File: config.mk
export PLATFORM = sky130hd
export DESIGN_NAME = sw_debounce
export DESIGN_NICKNAME = d
export VERILOG_FILES = /design/src/rtl/led_project_pkg.sv /design/src/rtl/sw_debounce_chan.sv /design/src/rtl/sw_debounce.sv
export SDC_FILE = /design/constraint.sdc
export NUM_CORES = 1
export LEC_CHECK = 0
export ABC_AREA = 1
export BUFFER_PORTS_ARGS = -buffer_cell sky130_fd_sc_hd__buf_4
export CAP_MARGIN = 20
export CORE_AREA = 4 4 232 234
export CTS_CLUSTER_SIZE = 25
export DETAILED_ROUTE_END_ITERATION = 7
export DIE_AREA = 0 0 236 238
export PLACE_DENSITY = 0.64
export RECOVER_POWER = 25
export SLEW_MARGIN = 20
export SYNTH_ARGS = -nofsm -noshare
export SYNTH_HDL_FRONTEND = slang
export SYNTH_HIERARCHICAL = 1
export SYNTH_SLANG_ARGS = --single-unit
File: constraint.sdc
create_clock -name clk -period 3 [get_ports clk]
set_input_delay 0 -clock clk [delete_from_list [all_inputs] [get_ports clk]]
set_output_delay 0 -clock clk [all_outputs]
set_load 0.03 [all_outputs]
File: src/rtl/led_project_pkg.sv
// ---------------------------------------------------------------------------
// led_project_pkg
//   Shared constants for the Basys3 switch/LED project, plus the small types
//   and helpers used by the switch debounce block.
//
//   SW_WIDTH        number of slide switches on the board
//   CLK_HZ          board clock frequency
//   DEBOUNCE_MS     required quiet time before a new switch level is accepted
//   DEBOUNCE_CYCLES DEBOUNCE_MS expressed in clk cycles
// ---------------------------------------------------------------------------
package led_project_pkg;

  localparam int SW_WIDTH        = 16;
  localparam int CLK_HZ          = 100_000_000;
  localparam int DEBOUNCE_MS     = 10;
  localparam int DEBOUNCE_CYCLES = (CLK_HZ / 1000) * DEBOUNCE_MS;

  // Per-cycle decision taken by one filter channel.
  typedef enum logic [1:0] {
    FILT_MATCH  = 2'd0,  // synchronised level equals the debounced level
    FILT_COUNT  = 2'd1,  // level differs, window not yet complete
    FILT_ACCEPT = 2'd2   // level differed for the whole window; take it
  } filt_act_e;

  // Counter width for a window of n cycles; the counter only has to hold
  // 0 .. n-1, and never less than one bit.
  function automatic int cnt_width(input int n);
    int w;
    w = $clog2(n);
    if (w < 1) w = 1;
    return w;
  endfunction

endpackage

File: src/rtl/sw_debounce_chan.sv
// ---------------------------------------------------------------------------
// sw_debounce_chan
//   One switch channel: two-flop synchroniser followed by a bounce filter
//   that only accepts a new level after it has been seen on every one of
//   STABLE_CYCLES consecutive synchronised samples.
//
//   Build option: SW_DEBOUNCE_EDGE_EN adds registered one-cycle rise/fall
//   pulses that coincide with the first cycle of the new sw_db value.
//
//   Ports
//     clk      board clock, all state on the rising edge
//     rst      asynchronous active-high reset
//     sw       raw switch level, asynchronous to clk
//     sw_db    debounced switch level (registered)
//     sw_rise  pulse on sw_db 0->1   (SW_DEBOUNCE_EDGE_EN only)
//     sw_fall  pulse on sw_db 1->0   (SW_DEBOUNCE_EDGE_EN only)
// ---------------------------------------------------------------------------
module sw_debounce_chan
  import led_project_pkg::*;
#(
  parameter int STABLE_CYCLES = DEBOUNCE_CYCLES
) (
  input  logic clk,
  input  logic rst,
  input  logic sw,
  output logic sw_db
`ifdef SW_DEBOUNCE_EDGE_EN
  ,
  output logic sw_rise,
  output logic sw_fall
`endif
);

  localparam int            CW       = cnt_width(STABLE_CYCLES);
  localparam logic [CW-1:0] CNT_LAST = CW'(STABLE_CYCLES - 1);
  localparam logic [CW-1:0] CNT_ONE  = CW'(1);

  logic          s1;
  logic          s2;
  logic [CW-1:0] cnt;
  filt_act_e     act;

  // Synchroniser; s2 is the only copy of the switch the filter looks at.
  always_ff @(posedge clk or posedge rst) begin
    if (rst) begin
      s1 <= 1'b0;
      s2 <= 1'b0;
    end else begin
      s1 <= sw;
      s2 <= s1;
    end
  end

  // Any agreeing sample takes priority, so a single bounce back to the
  // current level throws away the whole partial window.
  always_comb begin
    act = FILT_COUNT;
    if (s2 == sw_db) begin
      act = FILT_MATCH;
    end else if (cnt == CNT_LAST) begin
      act = FILT_ACCEPT;
    end
  end

  // The counter stops at CNT_LAST and is cleared on acceptance, so it can
  // never wrap.
  always_ff @(posedge clk or posedge rst) begin
    if (rst) begin
      cnt   <= '0;
      sw_db <= 1'b0;
    end else begin
      case (act)
        FILT_MATCH: begin
          cnt <= '0;
        end
        FILT_COUNT: begin
          cnt <= cnt + CNT_ONE;
        end
        FILT_ACCEPT: begin
          cnt   <= '0;
          sw_db <= s2;
        end
        default: begin
          cnt <= '0;
        end
      endcase
    end
  end

`ifdef SW_DEBOUNCE_EDGE_EN
  // Registered from the same accept decision as sw_db, so a pulse is high
  // exactly in the first cycle the new level is visible. Rise and fall
  // cannot coincide because they take opposite polarities of s2.
  always_ff @(posedge clk or posedge rst) begin
    if (rst) begin
      sw_rise <= 1'b0;
      sw_fall <= 1'b0;
    end else begin
      sw_rise <= (act == FILT_ACCEPT) &  s2;
      sw_fall <= (act == FILT_ACCEPT) & ~s2;
    end
  end
`endif

endmodule

File: src/rtl/sw_debounce.sv
// ---------------------------------------------------------------------------
// sw_debounce
//   Conditioning stage for the Basys3 slide switches. Each of the WIDTH
//   asynchronous inputs is synchronised into clk and bounce-filtered by an
//   independent sw_debounce_chan; the LED stage uses sw_db instead of raw sw.
//
//   Build option: SW_DEBOUNCE_EDGE_EN adds the sw_rise/sw_fall pulse ports.
//   Without it those ports do not exist and no edge logic is built; sw_db
//   behaves identically in both builds.
//
//   Parameters
//     WIDTH          number of switch channels
//     STABLE_CYCLES  samples a new level must persist before acceptance (>= 2)
//
//   Ports
//     clk      100 MHz board clock
//     rst      asynchronous active-high reset (deassert synchronised outside)
//     sw       raw switch levels
//     sw_db    debounced switch levels
//     sw_rise  per-channel one-cycle pulse on sw_db 0->1 (edge build only)
//     sw_fall  per-channel one-cycle pulse on sw_db 1->0 (edge build only)
// ---------------------------------------------------------------------------
module sw_debounce
  import led_project_pkg::*;
#(
  parameter int WIDTH         = SW_WIDTH,
  parameter int STABLE_CYCLES = DEBOUNCE_CYCLES
) (
  input  logic             clk,
  input  logic             rst,
  input  logic [WIDTH-1:0] sw,
  output logic [WIDTH-1:0] sw_db
`ifdef SW_DEBOUNCE_EDGE_EN
  ,
  output logic [WIDTH-1:0] sw_rise,
  output logic [WIDTH-1:0] sw_fall
`endif
);

  for (genvar i = 0; i < WIDTH; i++) begin : g_chan
    sw_debounce_chan #(
      .STABLE_CYCLES (STABLE_CYCLES)
    ) u_chan (
      .clk     (clk),
      .rst     (rst),
      .sw      (sw[i]),
      .sw_db   (sw_db[i])
`ifdef SW_DEBOUNCE_EDGE_EN
      ,
      .sw_rise (sw_rise[i]),
      .sw_fall (sw_fall[i])
`endif
    );
  end

endmodule

* After elaboration in Yosys (flattened, before gate mapping)
Cells that the tools add are included.
** Word-level totals
- Register bits after elaboration :: 368
- Word-level logic and storage cells :: 192
- Input port bits :: 18
** Cells by class
- Mux-type cells :: 48
- Equality and inequality tests :: 64
- $add $sub $neg :: 16
** Operators with widths (count)
- $add 20x1->20 const B :: 16
- $eq 20x20->1 const B :: 16
- $mux 20 :: 16
- $mux 2 :: 32
- $eq 2x1->1 const B :: 16
- $eq 2x2->1 const B :: 16
- $eq 1x1->1 :: 16

* Longest topological paths before layout
Gate-level depths: netlist (run 1).
- Depth after elaboration :: 5
- Gate-level depth with buffers :: 9

* Cells and area by module
The synthesis (run 1) kept the hierarchy.
** Modules (own cells, without submodules)
- sw_debounce_chan :: cells an instance 176, area each 1277.5 µm², times used 16

* Worst setup path before layout (run 1)
No wires, ideal clock.
- Kind :: register to register
- Start point :: reg g_chan[0].u_chan.cnt[0]
- End point :: reg g_chan[0].u_chan.cnt[4]
- Stages on the path, launching flop included :: 8
- Buffers on the path :: 1
- Setup slack :: 1665 ps
- Arrival time :: 1214 ps
- Path through :: dfrtp_1 -> ha_1 -> nand2_1 -> nor2_2 -> nand3_2 -> nand2_4 -> buf_8 -> nor2_1
** Between the ends
- Cells in the longest elaborated chain, start to end :: 5
- Elaborated cells between the ends (all ways) :: 6
** RTL lines
- from (decl) :: RTL line sw_debounce_chan.sv:40 : logic [CW-1:0] cnt;
- from (signal assigned) :: RTL line sw_debounce_chan.sv:77 : cnt <= cnt + CNT_ONE;
- parallel branches: the longest is 4 deep, another holds $add 20x1->20
- $mux 20 * :: RTL line sw_debounce_chan.sv:72 : case (act)
Mark *: on every way between the ends.
A chain may end at the register's enable or synchronous reset.

==> results of run 1 <==
==> state kept, by name (all words and copies together), names as in the netlist <==
name and count:
g_chan.u_chan/sw_db 16, g_chan.u_chan/s2 16, g_chan.u_chan/s1 16, g_chan.u_chan/cnt 320
==> power breakdown <==
| part | internal, mW | switching, mW | total, mW | leakage [nW] |
|---|---|---|---|---|
| clock network | 3.42 | 2.11 | 5.53 | 0.744 |
| registers | 5.04 | 0.0581 | 5.10 | 5.03 |
| logic | 0.0928 | 0.247 | 0.339 | 4.57 |
| total | 8.55 | 2.42 | 11.0 | 10.3 |
==> kinds of logic after synthesis <==
group                    share of synthesized area
AND/OR/NAND/NOR                             0.3800
buffers and inverters                      0.07933
flip-flops                                  0.4505
XOR/XNOR                                   0.05485
AO/OA/AOI/OAI                              0.02547
adder cells (fa/ha/maj)                   0.009794
==> cell usage in the layout (no fill, tap or decap), types with 5 or more instances in the layout <==
cell / n
dfrtp_1: 368
nand3_2: 16
nor2_1: 736
clkbuf_1: 9
bufinv_16: 7
xor2_1: 64
clkbuf_4: 15
nand2_4: 16
nor2_4: 16
clkbuf_16: 44
buf_4: 16
nand4_1: 64
o21ai_0: 64
clkinv_2: 11
nand2_1: 704
ha_1: 16
a21oi_1: 16
inv_1: 368
dlygate4sd3_1: 17
clkbuf_8: 5
and2_1: 16
xnor2_1: 64
o21bai_1: 16
nand2_2: 16
nor2_2: 32
nand3_1: 208
==> per-stage QoR <==
step,utilization,setup WS [ns]
CTS,0.4417,1.433
floorplan,-,1.665
detailed placement,0.4096,1.437
global route,0.4416,1.138
global placement,0.4096,1.438
finish,0.4416,1.453
==> final timing paths <==
check	start	to	slack [ns]
max	rst	g_chan[13].u_chan/cnt[6]	1.45
min	sw[8]	g_chan[8].u_chan/s1	0.1
max reg2reg	g_chan[7].u_chan/cnt[0]	g_chan[7].u_chan/cnt[11]	1.46
min reg2reg	g_chan[10].u_chan/s1	g_chan[10].u_chan/s2	0.34
max in group clk	g_chan[7].u_chan/cnt[0]	g_chan[7].u_chan/cnt[11]	1.46
min in group asynchronous	rst	g_chan[11].u_chan/cnt[9]	0.95
==> cell type report <==
| class | count | area (µm²) | area share |
|---|---|---|---|
| Clock buffer | 56 | 1196 | 0.05207 |
| Tap cell | 688 | 860.8 | 0.03747 |
| Sequential cell | 368 | 9209 | 0.4008 |
| Multi-Input combinational cell | 2064 | 9609 | 0.4183 |
| Timing Repair Buffer | 50 | 410.4 | 0.01786 |
| Inverter | 368 | 1381 | 0.06013 |
| Clock inverter | 22 | 306.5 | 0.01334 |
==> metal layers <==
metal | global-route usage | up-vias | wire [µm]
met3 | 0.02820 | 51 | 1338
met2 | 0.2443 | 148 | 18410
met1 | 0.2053 | 7481 | 20500
met4 | 0.03542 | 0 | 769
li1 | - | 8804 | -
met5 | 0 | - | 0
==> repair_timing <==
item | CTS | global route
endpoints found under the hold margin | 384 | 0
setup endpoints to repair | 0 | 0
hold buffers | 17 | 0
==> impl_metrics.env, run 1 <==
export IMPL_status="finished with violations"
export IMPL_violations="max-capacitance violations, max-slew violations"
export IMPL_numCtsBuffers=43
export IMPL_ant_nets=0
export IMPL_nets=2929
export IMPL_wl_per_cell_um=11.34
export IMPL_finalCritPeriodShare=0.5156
export IMPL_grt_pass1_wl_um=72750
export IMPL_dpl_hpwl_um=29210
export IMPL_syn_nets=2850
export IMPL_path_delay_family="buffers and inverters"
export IMPL_worst_path_buf_inv=3
export IMPL_ys_warn_count=6
export IMPL_ys_flop_type="dfrtp_1"
export IMPL_hp_class="input port to flip-flop"
export IMPL_final_area_um2=22970
export IMPL_grt_pass1_vias=15700
export IMPL_slowest_delay_ns=0.94
export IMPL_finalPower_mw=10.97
export IMPL_ys_top_cells_by_area="dfrtp_1 45%, nor2_1 14%, nand2_1 13%"
export IMPL_whs_ns=0.09920
export IMPL_postSynthCellCount=2816
export IMPL_cts_resized=0
export IMPL_cp_required_ns=3.56
export IMPL_grt_ovfl_total=0
export IMPL_clock_latency_ns=0.56
export IMPL_ios=34
export IMPL_n_antenna_cell=0
export IMPL_critPathSlowestCell="inv_1"
export IMPL_path_cells="dlygate4sd3_1 > clkbuf_1 > inv_1"
export IMPL_synth_distinct_cells=19
export IMPL_synth_most_common_cell="nor2_1"
export IMPL_place_gp_congestion=0.8700
export IMPL_die_w_um=236
export IMPL_core_area_um2=52020
export IMPL_cp_arrival_ns=2.10
export IMPL_cp_depth=3
export IMPL_yosys_register_bits=368
export IMPL_synth_edf_count=0
export IMPL_drc=0
export IMPL_post_drt_via_cell_ratio=4.559
export IMPL_io_buffers=33
export IMPL_synth_top_area_frac=0.4505
export IMPL_p_leak_nw=10.34
export IMPL_antenna_found_initial=0
export IMPL_async_flop_share=1.000
export IMPL_via_count=16480
export IMPL_postCtsSetupRepairBufs=0
export IMPL_clk_pin_slew_ns=0.06
export IMPL_htreeDepth=2
export IMPL_clock_fmax_ghz=0.6465
export IMPL_area_growth_pct=12.40
export IMPL_ctsRootBufferMaster="clkbuf_16"
export IMPL_dpl_cell_area_um2=21310
export IMPL_grt_max_degree=24
export IMPL_setup_viol=0
export IMPL_fin_crit_ns=1.547
export IMPL_worstSetupPathType="input port to async pin"
export IMPL_synth_commonest_cells="736 x nor2_1, 704 x nand2_1, 368 x dfrtp_1, 368 x inv_1, 208 x nand3_1"
export IMPL_drive_gt1_frac=0.06762
export IMPL_min_path_cells=2
export IMPL_maxCapViolations=1
export IMPL_start_kind="input port"
export IMPL_r2r_cells=6
export IMPL_setup_tns_final_ns=0
export IMPL_worstMarginPinSlew_ns=1.503
export IMPL_syn_area_per_cell_um2=7.258
export IMPL_vdd_ir_drop_max_uv=404.9
export IMPL_drt_pass1_iter_count=6
export IMPL_hold_viol_final=0
export IMPL_synthesis_area_um2=20440
export IMPL_worst_setup_path_end_kind="async pin"
export IMPL_relSlewSlack=-0.001803
export IMPL_drtIter0Drc=909
export IMPL_clock_sinks=368
export IMPL_grtUsageTotal=0.1486
export IMPL_fillers=5297
export IMPL_die_h_um=238
export IMPL_rsz0062_at_grt="false"
export IMPL_rows=84
export IMPL_die_area_um2=56170
export IMPL_skew_ns=0.01646
export IMPL_dp_cells=3521
export IMPL_initial_core_util=0.3929
export IMPL_cts_tree="done"
export IMPL_synth_seq_area_share=0.4505
export IMPL_slew_viol_final=16
export IMPL_cts_path_max_buffers=3
export IMPL_layout_cells_non_filler=3616
export IMPL_wirelength_um=41020
export IMPL_crit_fanout=23
export IMPL_power_density_nw_per_um2=477.4
export IMPL_synth_area_leader_cell="dfrtp_1"
No activity file was read; power rests on OpenSTA's default activity.
==> run 2: changes to the inputs <==
==> constraint.sdc (replaced) <==
create_clock -name clk -period 1.5 [get_ports clk]
set_input_delay 0 -clock clk [delete_from_list [all_inputs] [get_ports clk]]
set_output_delay 0 -clock clk [all_outputs]
set_load 0.03 [all_outputs]
==> run 2 against run 1 <==
Critical path type is now flip-flop to flip-flop. Critical endpoint is now g_chan[1].u_chan/cnt[5]. Largest power group unchanged. Via count is 3.2% higher. Register-to-register slack worse by 1.4 ns. The run now ends clean. Combinational power increased by 150%.
==> impl_metrics.env, run 2 (same netlist as run 1, synthesis figures left out) <==
export IMPL_vdd_ir_drop_max_uv=890.9
export IMPL_dpl_cell_area_um2=21800
export IMPL_dp_cells=3586
export IMPL_clk_pin_slew_ns=0.06
export IMPL_numCtsBuffers=44
export IMPL_grt_pass1_wl_um=73310
export IMPL_worstMarginPinSlew_ns=0.6589
export IMPL_setup_viol=0
export IMPL_drtIter0Drc=942
export IMPL_io_buffers=33
export IMPL_hold_viol_final=0
export IMPL_clock_fmax_ghz=0.7038
export IMPL_fillers=5241
export IMPL_grt_ovfl_total=0
export IMPL_top_register="g_chan.u_chan/cnt"
export IMPL_cts_tree="done"
export IMPL_place_gp_congestion=0.8565
export IMPL_drive_gt1_frac=0.1117
export IMPL_hp_class="input port to flip-flop"
export IMPL_status="finished, final reports clean"
export IMPL_clock_latency_ns=0.57
export IMPL_worstSetupPathType="flip-flop to flip-flop"
export IMPL_slew_viol_final=0
export IMPL_crit_fanout=18
export IMPL_rows=84
export IMPL_rrSetupSlack_ns=0.08
export IMPL_n_antenna_cell=0
export IMPL_setup_tns_final_ns=0
export IMPL_drc=0
export IMPL_wirelength_um=42380
export IMPL_nets=3025
export IMPL_setup_ws_ns=0.07907
export IMPL_grtUsageTotal=0.1501
export IMPL_area_growth_pct=17.59
export IMPL_ant_nets=0
export IMPL_post_drt_via_cell_ratio=4.582
export IMPL_die_w_um=236
export IMPL_ios=34
export IMPL_finalCritPeriodShare=0.9473
export IMPL_maxCapViolations=0
export IMPL_p_leak_nw=10.92
export IMPL_dpl_hpwl_um=29690
export IMPL_largest_register_ffs=320
export IMPL_cp_required_ns=1.95
export IMPL_die_h_um=238
export IMPL_r2r_cells=6
export IMPL_via_count=17020
export IMPL_layout_cells_non_filler=3714
export IMPL_core_area_um2=52020
export IMPL_wl_per_cell_um=11.41
export IMPL_drt_pass1_iter_count=6
export IMPL_antenna_found_initial=1
export IMPL_skew_ns=0.02283
export IMPL_initial_core_util=0.3929
export IMPL_ctsRootBufferMaster="clkbuf_16"
export IMPL_fin_crit_ns=1.421
export IMPL_worst_setup_path_end_kind="flip-flop"
export IMPL_power_density_nw_per_um2=938.9
export IMPL_start_kind="flip-flop"
export IMPL_mostFrequentLayoutCells="731 x nor2_1, 695 x nand2_1, 360 x inv_1, 360 x dfrtp_1, 207 x nand3_1"
export IMPL_dp_slack_ns=0.05842
export IMPL_final_area_um2=24030
export IMPL_grt_pass1_vias=15930
export IMPL_r2r_end="g_chan[1].u_chan/cnt[5]"
export IMPL_min_from="sw[1]"
export IMPL_rsz0062_at_grt="true"
export IMPL_clock_sinks=368
export IMPL_min_path_cells=2
export IMPL_final_common_cell="nor2_1"
export IMPL_htreeDepth=2
export IMPL_die_area_um2=56170
export IMPL_r2r_start="g_chan[1].u_chan/cnt[0]"
export IMPL_relSlewSlack=0.5607
export IMPL_grt_max_degree=24
export IMPL_cts_path_max_buffers=3
export IMPL_min_to="g_chan[1].u_chan/s1"
export IMPL_cp_arrival_ns=1.87
## run 2: what timing repair did
action | in CTS | in global routing
resized for setup | 0 | 75
hold buffers | 18 | 0
hold endpoints to repair | 384 | 0
setup buffers | 0 | 28
setup endpoints to repair | 0 | 206
## run 2: area by class of cell
class                           instances  area [µm²]  area share
Clock inverter                         20       285.3     0.01187
Clock buffer                           61        1306     0.05435
Tap cell                              688       860.8     0.03582
Timing Repair Buffer                  144        1081     0.04498
Inverter                              368        1381     0.05747
Multi-Input combinational cell       2065        9901      0.4119
Sequential cell                       368        9219      0.3836
## run 2: stage by stage
| stage | total power, mW | hold slack (ns) | util |
|---|---|---|---|
| after floorplan | 10.89 | 0.001924 | - |
| after global placement | 11.11 | 0.04328 | 0.4190 |
| after detailed placement | 11.12 | 0.05110 | 0.4190 |
| after CTS | 22.96 | 0.03035 | 0.4530 |
| after global routing | 23.58 | 0.07979 | 0.4620 |
| final | 22.57 | 0.09924 | 0.4620 |
## run 2: worst max-delay path by stage
| stage | slack (ns) | from | depth (start not counted) | end |
|---|---|---|---|---|
| after floorplan | 0.16 | g_chan[0].u_chan/cnt[0] | 7 | g_chan[0].u_chan/cnt[4] |
| after global placement | 0.07 | g_chan[9].u_chan/cnt[0] | 6 | g_chan[9].u_chan/cnt[15] |
| after detailed placement | 0.06 | g_chan[9].u_chan/cnt[0] | 6 | g_chan[9].u_chan/cnt[6] |
| after CTS | 0.05 | g_chan[9].u_chan/cnt[0] | 6 | g_chan[9].u_chan/cnt[6] |
| after global routing | -0.04 | g_chan[8].u_chan/cnt[0] | 9 | g_chan[8].u_chan/cnt[16] |
| final | 0.08 | g_chan[1].u_chan/cnt[0] | 6 | g_chan[1].u_chan/cnt[5] |
## run 2: worst max-delay path: stages (launching register included)
cell	delay, ns
dfrtp_1	0.39
ha_2	0.21
nand2_2	0.08
nor2_4	0.15
nand3_2	0.15
nand2_4	0.23
nor2_1	0.08
## run 2: where the power goes
group / switching, mW / internal (mW)
logic: 0.540 / 0.297
clock network: 4.24 / 7.28
registers: 0.129 / 10.1
total: 4.91 / 17.7
## run 2: routing by layer
metal	GRT usage	wire, µm
met1	0.2063	20680
met2	0.2475	19560
met3	0.02346	1369
met4	0.04396	776
met5	0	0
==> run 3: changes to the inputs <==
--- a/config.mk
+++ b/config.mk
@@ -9,6 +9,7 @@
 export BUFFER_PORTS_ARGS = -buffer_cell sky130_fd_sc_hd__buf_4
 export CAP_MARGIN = 20
 export CORE_AREA = 4 4 232 234
+export CTS_BUF_LIST = sky130_fd_sc_hd__clkbuf_4 sky130_fd_sc_hd__clkbuf_8
 export CTS_CLUSTER_SIZE = 25
 export DETAILED_ROUTE_END_ITERATION = 7
 export DIE_AREA = 0 0 236 238
==> run 3 against run 2 <==
Clock power down 12%. Clock-buffer cell count rose by 43. Sequential power hardly changed. Hold slack better by 0.063 ns. Critical path depth stayed put. Utilization is essentially flat. Non-clock buffer count grew 13. Clock skew down 0.0057 ns. First-iteration DRC count rose by 4.1%. Global-route usage grew 0.15 points. Combinational power grew 3.5%. Die area did not move. Highest routed layer unchanged.
==> impl_metrics.env, run 3 (same netlist as run 1, synthesis figures left out) <==
export IMPL_grt_pass1_vias=16200
export IMPL_clock_latency_ns=0.61
export IMPL_drtIter0Drc=981
export IMPL_numCtsBuffers=69
export IMPL_core_area_um2=52020
export IMPL_relSlewSlack=0.5581
export IMPL_dp_slack_ns=0.05842
export IMPL_r2r_cells=6
export IMPL_setup_viol=0
export IMPL_n_antenna_cell=0
export IMPL_cts_tree="done"
export IMPL_vdd_ir_drop_max_uv=642.2
export IMPL_p_leak_nw=10.94
export IMPL_cp_arrival_ns=1.90
export IMPL_grtUsageTotal=0.1516
export IMPL_worstSetupPathType="flip-flop to flip-flop"
export IMPL_hp_class="input port to async pin"
export IMPL_r2r_start="g_chan[3].u_chan/cnt[0]"
export IMPL_slew_viol_final=0
export IMPL_clk_pin_slew_ns=0.05
export IMPL_dpl_cell_area_um2=21800
export IMPL_start_kind="flip-flop"
export IMPL_finalCritPeriodShare=0.9407
export IMPL_cp_required_ns=1.99
export IMPL_crit_fanout=18
export IMPL_clock_fmax_ghz=0.7087
export IMPL_status="finished, final reports clean"
export IMPL_wirelength_um=42550
export IMPL_top_register="g_chan.u_chan/cnt"
export IMPL_worst_setup_path_end_kind="flip-flop"
export IMPL_rrSetupSlack_ns=0.09
export IMPL_largest_register_ffs=320
export IMPL_setup_ws_ns=0.08895
export IMPL_wl_per_cell_um=11.32
export IMPL_hold_viol_final=0
export IMPL_htreeDepth=3
export IMPL_rsz0062_at_grt="true"
export IMPL_ctsRootBufferMaster="clkbuf_8"
export IMPL_dp_cells=3586
export IMPL_r2r_end="g_chan[3].u_chan/cnt[19]"
export IMPL_mostFrequentLayoutCells="731 x nor2_1, 695 x nand2_1, 361 x dfrtp_1, 360 x inv_1, 207 x nand3_1"
export IMPL_switching_share=0.2265
export IMPL_worstMarginPinSlew_ns=0.6629
export IMPL_ios=34
export IMPL_grt_max_degree=24
export IMPL_area_growth_pct=17.53
export IMPL_place_gp_congestion=0.8565
export IMPL_nets=3063
export IMPL_die_area_um2=56170
export IMPL_power_density_nw_per_um2=880.7
export IMPL_clock_sinks=368
export IMPL_drt_pass1_iter_count=5
export IMPL_fin_crit_ns=1.411
export IMPL_final_util=0.4618
export IMPL_post_drt_via_cell_ratio=4.554
export IMPL_final_common_cell="nor2_1"
export IMPL_switchingPower_mw=4.793
export IMPL_dpl_hpwl_um=29690
export IMPL_io_buffers=33
export IMPL_p_clk_frac=0.476
export IMPL_die_w_um=236
export IMPL_cts_path_max_buffers=3
export IMPL_grt_ovfl_total=0
export IMPL_comb_power_share=0.041
export IMPL_p_int_mw=16.36
export IMPL_drive_gt1_frac=0.1211
export IMPL_grt_pass1_wl_um=73770
export IMPL_fillers=5270
export IMPL_maxCapViolations=0
export IMPL_die_h_um=238
export IMPL_setup_tns_final_ns=0
export IMPL_skew_ns=0.01716
export IMPL_ant_nets=0
export IMPL_initial_core_util=0.3929
export IMPL_final_area_um2=24020
export IMPL_seqPwrFrac=0.483
export IMPL_antenna_found_initial=1
export IMPL_via_count=17120
export IMPL_layout_cells_non_filler=3760
export IMPL_rows=84
export IMPL_drc=0
run 3: cell types whose count changed in the layout (fill, tap and decap cells not counted), sizes merged:
cell,change
clkbuf,+30
dlygate4sd3,+15
buf,+11
bufinv,-5
clkinv,-4
inv,-2
clkinvlp,+1
run 3: repair_timing:
item,in CTS,in global routing
buffers inserted,0,26
setup endpoints to repair,0,198
gates resized for setup,0,74
endpoints found under the hold margin,384,0
hold buffers,33,0
run 3: per-stage QoR:
| stage | total power [mW] | hold WS (ns) |
|---|---|---|
| 2_1_floorplan | 10.89 | 0.001924 |
| 3_3_place_gp | 11.11 | 0.04328 |
| 3_5_place_dp | 11.12 | 0.05110 |
| 4_1_cts | 21.61 | 0.009973 |
| 5_1_grt | 22.27 | 0.1282 |
| 6_report | 21.16 | 0.1625 |
run 3: area by class of cell:
type / instances / area, µm² / area share
clock buffers: 104 / 1331 / 0.05542
clock inverters: 10 / 105.1 / 0.004375
inverters: 368 / 1381 / 0.05750
multi-input cells: 2065 / 9912 / 0.4126
flip-flops and latches: 368 / 9218 / 0.3837
well taps: 688 / 860.8 / 0.03583
repair buffers: 157 / 1215 / 0.05057
run 3: power groups by stage:
stage / Clock [mW] / Sequential [mW] / Combinational (mW)
CTS: 10.6 / 10.2 / 0.818
detailed placement: 0 / 10.4 / 0.748
floorplan: 0 / 10.3 / 0.543
global route: 11.0 / 10.2 / 1.02
finish: 10.1 / 10.2 / 0.866
global placement: 0 / 10.4 / 0.746
run 3: how the worst max path moves through the flow:
stage / cells past startpoint / to / from
after detailed placement: 6 / g_chan[9].u_chan/cnt[6] / g_chan[9].u_chan/cnt[0]
after global routing: 9 / g_chan[11].u_chan/cnt[16] / g_chan[11].u_chan/cnt[1]
after floorplan: 7 / g_chan[0].u_chan/cnt[4] / g_chan[0].u_chan/cnt[0]
after CTS: 6 / g_chan[9].u_chan/cnt[6] / g_chan[9].u_chan/cnt[0]
final: 6 / g_chan[3].u_chan/cnt[19] / g_chan[3].u_chan/cnt[0]
after global placement: 6 / g_chan[9].u_chan/cnt[15] / g_chan[9].u_chan/cnt[0]
run 3: layer usage:
metal / track usage / part of all wire / vias up
met5: 0 / 0 / -
met1: 0.2050 / 0.48 / 7758
li1: - / - / 9085
met4: 0.05268 / 0.022 / 0
met3: 0.02739 / 0.039 / 73
met2: 0.2474 / 0.46 / 207
run 3: critical path: stages, from the launching register on:
cell	delay (ns)
dfrtp_1	0.39
ha_2	0.21
nand2_2	0.08
nor2_4	0.15
nand3_2	0.16
nand2_4	0.22
nor2_1	0.08
